<file path="src/rtl/doc_hw_pkg_hw.sv">
// Shared types and sizing for the sensor collection path and its limit monitor.
// Channel counts here are the single source of truth for every consumer.
package doc_hw_pkg_hw;

  localparam int P_NO_CHANNELS      = 4;
  localparam int P_NO_TEMP_CHANNELS = 2;
  localparam int P_DEBOUNCE_MAX     = 15;
  localparam int DBC_W              = $clog2(P_DEBOUNCE_MAX + 1);

  typedef enum logic [2:0] {IDLE, SNAP, SCAN_V, SCAN_T, DONE} mon_state_t;
  typedef logic [31:0] volt_code_t;
  typedef logic [7:0]  temp_code_t;

  // A clear zeroes the count first; the current check result is then applied on top.
  function automatic logic [DBC_W-1:0] dbc_next(input logic [DBC_W-1:0] cnt,
                                                input logic clr, input logic hit,
                                                input logic fail, input logic [DBC_W-1:0] lim);
    logic [DBC_W-1:0] base;
    logic [DBC_W-1:0] res;
    base = clr ? '0 : cnt;
    res  = base;
    if (hit) begin
      if (!fail) res = '0;
      else if (base >= lim) res = lim;
      else res = base + DBC_W'(1);
    end
    return res;
  endfunction

  // Latch decision uses the pre-clear count so a coincident clear cannot mask a fault.
  function automatic logic dbc_set(input logic [DBC_W-1:0] cnt, input logic hit,
                                   input logic fail, input logic [DBC_W-1:0] lim);
    return hit && fail && (cnt >= lim - DBC_W'(1));
  endfunction

endpackage

</file>
<file path="src/rtl/doc_hw_stale_wdog.sv">
// Watchdog on one good flag: sticky stale bit when no kick arrives within P_STALE_CYCLES.
module doc_hw_stale_wdog #(
  parameter int P_STALE_CYCLES = 1_000_000
) (
  input  logic clk,
  input  logic reset,
  input  logic kick_i,
  input  logic clear_i,
  output logic stale_o
);
  localparam int CW = $clog2(P_STALE_CYCLES + 1);
  localparam logic [CW-1:0] LIMIT = CW'(P_STALE_CYCLES);
  localparam logic [CW-1:0] LAST  = CW'(P_STALE_CYCLES - 1);

  logic [CW-1:0] cnt_q, cnt_d, base;
  logic stale_q, stale_d, set;

  always_comb begin
    base = clear_i ? '0 : cnt_q;
    set  = !kick_i && (cnt_q == LAST);
    if (kick_i) cnt_d = '0;
    else if (base == LIMIT) cnt_d = base;
    else cnt_d = base + CW'(1);
    stale_d = (stale_q & ~clear_i) | set;
  end

  always_ff @(posedge clk) begin
    if (!reset) begin
      cnt_q   <= '0;
      stale_q <= 1'b0;
    end else begin
      cnt_q   <= cnt_d;
      stale_q <= stale_d;
    end
  end

  assign stale_o = stale_q;
endmodule

</file>
<file path="src/rtl/doc_hw_sensor_limit_monitor.sv">
// Snapshots voltage/temperature collections on each sweep and scans them one channel per cycle
// against programmable limits, with per-channel debounce, sticky faults and stale-data watchdogs.
module doc_hw_sensor_limit_monitor
  import doc_hw_pkg_hw::*;
#(
  parameter int P_DEBOUNCE     = 3,
  parameter int P_STALE_CYCLES = 1_000_000
) (
  input  logic                                clk,
  input  logic                                reset,
  input  logic                                voltage_good,
  input  logic                                temperature_good,
  input  logic [P_NO_CHANNELS-1:0][31:0]      voltage_collection,
  input  logic [P_NO_TEMP_CHANNELS-1:0][7:0]  temperature_collection,
  input  logic [P_NO_CHANNELS-1:0][31:0]      volt_min_i,
  input  logic [P_NO_CHANNELS-1:0][31:0]      volt_max_i,
  input  logic [P_NO_TEMP_CHANNELS-1:0][7:0]  temp_max_i,
  input  logic                                clear_i,
  output logic [P_NO_CHANNELS-1:0]            volt_fault_o,
  output logic [P_NO_TEMP_CHANNELS-1:0]       temp_fault_o,
  output logic [1:0]                          stale_fault_o,
  output logic                                overrun_o,
  output logic                                fault_o,
  output logic                                scan_done_o
);
  localparam int NV     = P_NO_CHANNELS;
  localparam int NT     = P_NO_TEMP_CHANNELS;
  localparam int VIDX_W = (NV > 1) ? $clog2(NV) : 1;
  localparam int TIDX_W = (NT > 1) ? $clog2(NT) : 1;
  localparam int IDX_W  = (VIDX_W > TIDX_W) ? VIDX_W : TIDX_W;
  localparam logic [DBC_W-1:0] DBC_LIM = DBC_W'(P_DEBOUNCE);

  mon_state_t state_q, state_d;
  logic [IDX_W-1:0] idx_q, idx_d;
  logic sw_q, vg_q, tg_q, sweep_edge;
  volt_code_t [NV-1:0] vshadow_q;
  temp_code_t [NT-1:0] tshadow_q;
  logic [VIDX_W-1:0] vi;
  logic [TIDX_W-1:0] ti;
  logic v_chk, t_chk, v_fail, t_fail;
  logic [NV-1:0][DBC_W-1:0] vdbc_q, vdbc_d;
  logic [NT-1:0][DBC_W-1:0] tdbc_q, tdbc_d;
  logic [NV-1:0] vfault_q, vfault_d;
  logic [NT-1:0] tfault_q, tfault_d;
  logic overrun_q, fault_q;
  logic [1:0] stale_w;

  assign sweep_edge = voltage_good & temperature_good & ~sw_q;
  assign vi    = idx_q[VIDX_W-1:0];
  assign ti    = idx_q[TIDX_W-1:0];
  assign v_chk = (state_q == SCAN_V);
  assign t_chk = (state_q == SCAN_T);
  // One comparator path, steered by idx; limits are read live.
  assign v_fail = (vshadow_q[vi] < volt_min_i[vi]) || (vshadow_q[vi] > volt_max_i[vi]);
  assign t_fail = tshadow_q[ti] > temp_max_i[ti];

  always_comb begin
    state_d = state_q;
    idx_d   = idx_q;
    case (state_q)
      IDLE:   if (sweep_edge) state_d = SNAP;
      SNAP: begin
        idx_d   = '0;
        state_d = SCAN_V;
      end
      SCAN_V: begin
        if (idx_q == IDX_W'(NV - 1)) begin
          idx_d   = '0;
          state_d = SCAN_T;
        end else begin
          idx_d = idx_q + IDX_W'(1);
        end
      end
      SCAN_T: begin
        if (idx_q == IDX_W'(NT - 1)) state_d = DONE;
        else idx_d = idx_q + IDX_W'(1);
      end
      DONE:    state_d = IDLE;
      default: state_d = IDLE;
    endcase
  end

  for (genvar gi = 0; gi < NV; gi++) begin : g_vch
    logic hit;
    assign hit          = v_chk && (vi == VIDX_W'(gi));
    assign vdbc_d[gi]   = dbc_next(vdbc_q[gi], clear_i, hit, v_fail, DBC_LIM);
    assign vfault_d[gi] = (vfault_q[gi] & ~clear_i) | dbc_set(vdbc_q[gi], hit, v_fail, DBC_LIM);
  end

  for (genvar gi = 0; gi < NT; gi++) begin : g_tch
    logic hit;
    assign hit          = t_chk && (ti == TIDX_W'(gi));
    assign tdbc_d[gi]   = dbc_next(tdbc_q[gi], clear_i, hit, t_fail, DBC_LIM);
    assign tfault_d[gi] = (tfault_q[gi] & ~clear_i) | dbc_set(tdbc_q[gi], hit, t_fail, DBC_LIM);
  end

  always_ff @(posedge clk) begin
    if (!reset) begin
      state_q   <= IDLE;
      idx_q     <= '0;
      sw_q      <= 1'b0;
      vg_q      <= 1'b0;
      tg_q      <= 1'b0;
      vshadow_q <= '0;
      tshadow_q <= '0;
      vdbc_q    <= '0;
      tdbc_q    <= '0;
      vfault_q  <= '0;
      tfault_q  <= '0;
      overrun_q <= 1'b0;
      fault_q   <= 1'b0;
    end else begin
      state_q <= state_d;
      idx_q   <= idx_d;
      sw_q    <= voltage_good & temperature_good;
      vg_q    <= voltage_good;
      tg_q    <= temperature_good;
      if (state_q == SNAP) begin
        vshadow_q <= voltage_collection;
        tshadow_q <= temperature_collection;
      end
      vdbc_q    <= vdbc_d;
      tdbc_q    <= tdbc_d;
      vfault_q  <= vfault_d;
      tfault_q  <= tfault_d;
      overrun_q <= (overrun_q & ~clear_i) | (sweep_edge && (state_q != IDLE));
      fault_q   <= (|vfault_q) | (|tfault_q) | (|stale_w) | overrun_q;
    end
  end

  doc_hw_stale_wdog #(.P_STALE_CYCLES(P_STALE_CYCLES)) u_wdog_v (
    .clk(clk), .reset(reset), .kick_i(voltage_good & ~vg_q), .clear_i(clear_i), .stale_o(stale_w[0])
  );
  doc_hw_stale_wdog #(.P_STALE_CYCLES(P_STALE_CYCLES)) u_wdog_t (
    .clk(clk), .reset(reset), .kick_i(temperature_good & ~tg_q), .clear_i(clear_i), .stale_o(stale_w[1])
  );

  assign volt_fault_o  = vfault_q;
  assign temp_fault_o  = tfault_q;
  assign stale_fault_o = stale_w;
  assign overrun_o     = overrun_q;
  assign fault_o       = fault_q;
  assign scan_done_o   = (state_q == DONE);
endmodule

</file>
<file path="config.mk">
export PLATFORM = sky130hd
export DESIGN_NAME = doc_hw_sensor_limit_monitor
export DESIGN_NICKNAME = d
export VERILOG_FILES = /design/src/rtl/doc_hw_pkg_hw.sv /design/src/rtl/doc_hw_stale_wdog.sv /design/src/rtl/doc_hw_sensor_limit_monitor.sv
export SDC_FILE = /design/constraint.sdc
export NUM_CORES = 1
export LEC_CHECK = 0
export ABC_CLOCK_PERIOD_IN_PS = 10600
export CAP_MARGIN = 25
export CORE_MARGIN = 1
export CORE_UTILIZATION = 45
export DETAILED_ROUTE_END_ITERATION = 8
export PLACE_DENSITY = 0.85
export SYNTH_ARGS = -nofsm -noshare
export SYNTH_HDL_FRONTEND = slang
export SYNTH_SLANG_ARGS = --single-unit
</file>
<file path="constraint.sdc">
create_clock -name clk -period 10.6 [get_ports clk]
set_input_delay 2.65 -clock clk [delete_from_list [all_inputs] [get_ports clk]]
set_output_delay 2.65 -clock clk [all_outputs]
set_load 0.02 [all_outputs]
</file>
==> results of run 1 <==
-- kinds of logic (layout without fill, tap and decap cells) --
family / after synthesis / after routing / share of synthesized area
buf+inv: 166 / 568 / 0.0502
xor+xnor: 31 / 31 / 0.0211
compound gates: 259 / 259 / 0.112
mux: 114 / 114 / 0.183
other cells: 0 / 11 / 0
fa+ha+maj: 85 / 85 / 0.0827
simple gates: 583 / 583 / 0.200
flops: 226 / 226 / 0.352
-- worst paths after layout --
kind | startpoint | to | slack [ns] | cells past startpoint
setup / recovery | volt_min_i[9] | vdbc_q[8] | 5.29 | 11
hold reg to reg | vshadow_q[23] | vshadow_q[23] | 0.45 | 2
setup reg to reg | idx_q[0] | vdbc_q[8] | 5.33 | 11
hold / removal | vshadow_q[23] | vshadow_q[23] | 0.45 | 2
-- critical path, stage by stage --
cell and delay, ns:
clkdlybuf4s50_1 0.48, mux4_2 0.55, inv_1 0.09, ha_1 0.14, nand2_1 0.08, nor4_1 0.29
o31ai_1 0.16, a31o_1 0.30, a211oi_2 0.25, a2bb2oi_2 0.50, o22ai_1 0.18
-- layer usage --
layer | part of all wire | wire, um | global-route usage | vias to the layer above
met4 | 0.055 | 2490 | 0.165 | 8
met2 | 0.47 | 21300 | 0.483 | 618
li1 | - | - | - | 5897
met5 | 0.0010 | 47 | 0.0104 | -
met1 | 0.38 | 17500 | 0.352 | 6063
met3 | 0.094 | 4280 | 0.0893 | 145
-- power groups by stage --
stage               Sequential (W)  Clock [W]  Combinational (W)
floorplan                 0.000897          0           0.000168
global placement          0.000905          0           0.000361
detailed placement        0.000907          0           0.000370
CTS                       0.000888   0.000888           0.000374
global route              0.000891   0.000925           0.000405
finish                    0.000889   0.000871           0.000377
-- registers in the layout (all words and copies together) (netlist names) --
| register | count |
|---|---|
| tg_q | 1 |
| sw_q | 1 |
| u_wdog_t.cnt_q | 20 |
| tshadow_q | 16 |
| vdbc_q | 16 |
| tdbc_q | 8 |
| u_wdog_v.cnt_q | 20 |
| volt_fault_o | 4 |
| idx_q | 2 |
| overrun_o | 1 |
| u_wdog_t.stale_o | 1 |
| u_wdog_v.stale_o | 1 |
| vg_q | 1 |
| fault_o | 1 |
| vshadow_q | 128 |
| state_q | 3 |
| temp_fault_o | 2 |
-- Yosys cell counts (all sizes together), types with 21 or more instances --
master and instances:
a21oi 185, buf 21, mux4 96, clkbuf 66, nand3 26, ha 85
inv 79, nor2 82, nor2b 22, dfxtp 226, o21ai 30, nand2 349
-- cell usage in the layout (no fill, tap or decap), types with 13 or more instances in the layout --
cell type	instances
clkdlybuf4s50_1	431
nand2_1	349
dfxtp_1	224
a21oi_1	185
mux4_2	96
ha_1	85
nor2_1	82
inv_1	78
clkbuf_16	28
nand3_1	25
o21ai_0	23
nor2b_1	22
nand4_1	19
xnor2_1	17
and2_1	14
xor2_1	14
and3_1	13
-- layout make-up --
cell class | instances | area (um^2)
tap | 378 | 473
multi-input combinational | 1072 | 7700
antenna | 11 | 27.5
sequential | 226 | 4530
clock buffer | 37 | 785
inverter | 79 | 299
clock inverter | 10 | 66.3
fill | 2223 | 9630
timing repair buffer | 442 | 4420
-- through the flow --
stage | total power [W] | instances | hold slack, ns | utilization
after CTS | 0.00215 | 2243 | 0.453 | 0.653
after global placement | 0.00127 | 2196 | 0.439 | 0.623
after floorplan | 0.00107 | 1464 | 0.433 | -
after global routing | 0.00222 | 2252 | 0.468 | 0.655
final | 0.00214 | 2255 | 0.451 | 0.655
after detailed placement | 0.00128 | 2196 | 0.443 | 0.623
==> impl_metrics.yaml, run 1 <==
outcome:
  status: "finished, final reports clean"
logic_synthesis:
  syn_nets: 1970
  avgSynthCellArea_um2: 8.79
  synth_cell_type_count: 53
  synth_area_mm2: 0.0129
  ys_ff_latch: 226
  ys_seq_area_frac: 0.352
  synth_top_area_cell: "dfxtp_1"
  synthArstFlopShare: 0
  synthCells: 1464
  synthFlopType: "dfxtp_1"
  synth_top_area_share: 0.352
  yosysWarnings: 0
  yosys-top-cells-area: "dfxtp_1 (35%), mux4_2 (17%), nand2_1 (10%)"
  synth_edf_count: 0
clock_network:
  cts_setup_buffers: 0
  cts_tree: "built"
  clk_pin_slew_ns: 0.06
  htreeDepth: 1
  cts_hold_buf: 0
  clockBufferDepth: 3
  insertion_delay_ns: 0.52
  cts_inserted_buffers: 26
  cts-root-buf: "clkbuf_16"
  cts_resized: 0
  cts.sinks: 226
timing:
  rsz0062_at_grt: "no"
  worst_slack_ns: 5.29
  fin_setup_tns_ns: 0
  tightest_slew_ns: 1.01
  maxSlewViolCount: 0
  max_freq_mhz: 188
  skew_ns: 0.0176
  fin_crit_ns: 5.31
  relSlewSlack: 0.325
  hold_viol_final: 0
  setup_violations: 0
  finalCritPeriodShare: 0.501
place:
  dp_slack_ns: 4.79
  dp_hpwl_um: 34500
  gp_congestion: 0.890
  dpl_cell_area_mm2: 0.0174
  portBuffers: 431
die:
  rows: 61
  die_w_um: 171
  die-height_um: 171
  core_area_mm2: 0.0279
  start_util: 0.461
  die-area_mm2: 0.0293
  io_pins: 432
routing:
  post_drt_wl_per_cell_um: 20.2
  vias_per_cell: 5.65
  finalWirelength_um: 45600
  dr.pass1.iters: 6
  ant_nets: 0
  drt_iter0_markers: 1047
  via_count: 12700
  drc: 0
final_layout:
  nets: 2353
  stdcell_area_mm2: 0.0183
  drive_gt1_frac: 0.0906
  area_growth_pct: 42.3
worst_setup_path:
  crit_fanout: 12
  worstSetupStartpointType: "input port"
  end_kind: "register"
  arrival_ns: 5.68
  worst_ep_required_time_ns: 10.97
  criticalPathCategory: "input port to register"
power:
  p_per_area_mw_per_mm2: 117
  vdd_ir_drop_max_mv: 0.0893
  p_leak_nw: 6.77
  p_int_w: 0.00161
  clockPowerShare: 0.408
  switchingPower_w: 0.000524
  swShare: 0.245
  sequentialPowerShare: 0.416
  p_comb_frac: 0.176
grt:
  antenna_found_initial: 13
  grtUsageTotal: 0.298
  grt_max_degree: 113
  grt_pass1_wl_um: 66800
  grt_pass1_vias: 12500
  grt_overflow: 0
run:
  maxCapViolCount: 0
min_path:
  hp-class: "register to register"
(Power assumes the default switching activity.)
==> run 2: changes to the inputs <==
--- a/config.mk
+++ b/config.mk
@@ -5,7 +5,7 @@
 export SDC_FILE = /design/constraint.sdc
 export NUM_CORES = 1
 export LEC_CHECK = 0
-export ABC_CLOCK_PERIOD_IN_PS = 10600
+export ABC_CLOCK_PERIOD_IN_PS = 5500
 export CAP_MARGIN = 25
 export CORE_MARGIN = 1
 export CORE_UTILIZATION = 45
==> constraint.sdc (replaced) <==
create_clock -name clk -period 5.5 [get_ports clk]
set_input_delay 1.375 -clock clk [delete_from_list [all_inputs] [get_ports clk]]
set_output_delay 1.375 -clock clk [all_outputs]
set_load 0.02 [all_outputs]
==> impl_metrics.yaml, run 2 (same netlist as run 1, synthesis figures left out) <==
routing:
  via_count: 12900
  drt_iter0_markers: 970
  drc: 0
  vias_per_cell: 5.70
  ant_nets: 0
  post_drt_wl_per_cell_um: 20.5
  finalWirelength_um: 46500
  dr.pass1.iters: 6
grt:
  grt_pass1_vias: 12600
  grt_max_degree: 99
  grt_overflow: 0
  grtUsageTotal: 0.309
  grt_pass1_wl_um: 69000
  antenna_found_initial: 19
place:
  gp_congestion: 0.887
  portBuffers: 431
  dp_hpwl_um: 35200
  place_inst: 2199
clock_network:
  cts_hold_buf: 0
  cts_inserted_buffers: 26
  cts.sinks: 226
  clk_pin_slew_ns: 0.06
  htreeDepth: 1
  cts_setup_buffers: 0
  clockBufferDepth: 3
  cts_resized: 0
  insertion_delay_ns: 0.55
  cts-root-buf: "clkbuf_16"
  cts_tree: "built"
die:
  die_w_um: 171
  io_pins: 432
  core_area_mm2: 0.0279
  start_util: 0.461
  rows: 61
  die-area_mm2: 0.0293
  die-height_um: 171
timing:
  rsz0062_at_grt: "no"
  skew_ns: 0.0375
  hold_viol_final: 0
  maxSlewViolCount: 0
  tightest_slew_ns: 0.796
  relSlewSlack: 0.466
  finalCritPeriodShare: 0.766
  fin_setup_tns_ns: 0
  fin_crit_ns: 4.21
  max_freq_mhz: 237
  setup_violations: 0
final_layout:
  largest_reg_flops: 128
  layout.cells.non_filler: 2268
  drive_gt1_frac: 0.0941
  nets: 2356
  top_regs: "vshadow_q x128, u_wdog_t.cnt_q x20, u_wdog_v.cnt_q x20"
  final_cell_mix: "clkdlybuf4s50_1 (431), nand2_1 (349), dfxtp_1 (224)"
  final_common_cell: "clkdlybuf4s50_1"
  num-fill-cells: 2208
  area_growth_pct: 44.0
  regMostFlops: "vshadow_q"
worst_setup_path:
  cp_slowest_cell: "dfxtp_4"
  cp_num_buf_inv: 1
  critPathMaxStageDelay_ns: 0.79
  crit_fanout: 36
  crit_chain: "buf_4 > mux4_2 > ha_1 > nand2_1 > nor4_1 > o31ai_1 > a31o_1 > a211oi_2 > a2bb2oi_2 > o21ai_0"
  worst_ep_required_time_ns: 5.92
  worstSetupStartpointType: "register"
  end_kind: "register"
  r2r_slack_ns: 1.29
  arrival_ns: 4.63
  criticalPathCategory: "register to register"
  critPathTopFamily: "compound AO/OA/AOI/OAI gates"
outcome:
  status: "finished, final reports clean"
min_path:
  hp-class: "register to register"
run:
  maxCapViolCount: 0
power:
  vdd_ir_drop_max_mv: 0.283
  p_leak_nw: 6.86
  p_per_area_mw_per_mm2: 237
## run 2: final timing paths
path / start / end / cells after the start
setup / recovery: idx_q[0] / volt_fault_o[0] / 10
setup reg to reg: idx_q[0] / volt_fault_o[0] / 10
hold / removal: vshadow_q[29] / vshadow_q[29] / 2
hold reg to reg: vshadow_q[29] / vshadow_q[29] / 2
## run 2: worst min-delay path: cells and delay by family (launching register included)
family / cells / cell delay, ns
AOI/OAI and AO/OA: 1 / 0.05
DFF: 1 / 0.31
and+or+nand+nor: 1 / 0.05
## run 2: report_power, final
group | switching [W] | total, W | internal [W]
combinational | 0.000292 | 0.000730 | 0.000439
clock | 0.000729 | 0.00195 | 0.00122
sequential | 0.0000345 | 0.00171 | 0.00168
## run 2: metal layers
layer  track usage  share of wire  vias up  routed length, um
met2         0.493           0.47      641              22000
li1              -              -     5925                  -
met3        0.0907          0.092      157               4280
met5             0        0.00054        -                 25
met4         0.191          0.058        4               2700
met1         0.364           0.38     6190              17500
## run 2: stage by stage
stage          total power (W)  utilization  setup slack, ns  instance area [um^2]  hold WS, ns
2_1_floorplan          0.00205            -             1.93                 12900        0.433
3_5_place_dp           0.00246        0.625            0.941                 17400        0.444
5_1_grt                0.00455        0.663            0.914                 18500        0.469
3_3_place_gp           0.00244        0.625             1.04                 17400        0.439
6_report               0.00440        0.663             1.29                 18500        0.453
4_1_cts                0.00441        0.660             1.19                 18400        0.454
## run 2: layout make-up
type	count	area [um^2]	share of cell area
inverters	79	299	0.0161
clock buffers	38	817	0.0441
clock inverters	10	184	0.00993
diodes	20	50.0	0.00270
repair buffers	445	4460	0.241
multi-input cells	1072	7700	0.416
well taps	378	473	0.0255
flip-flops and latches	226	4530	0.245
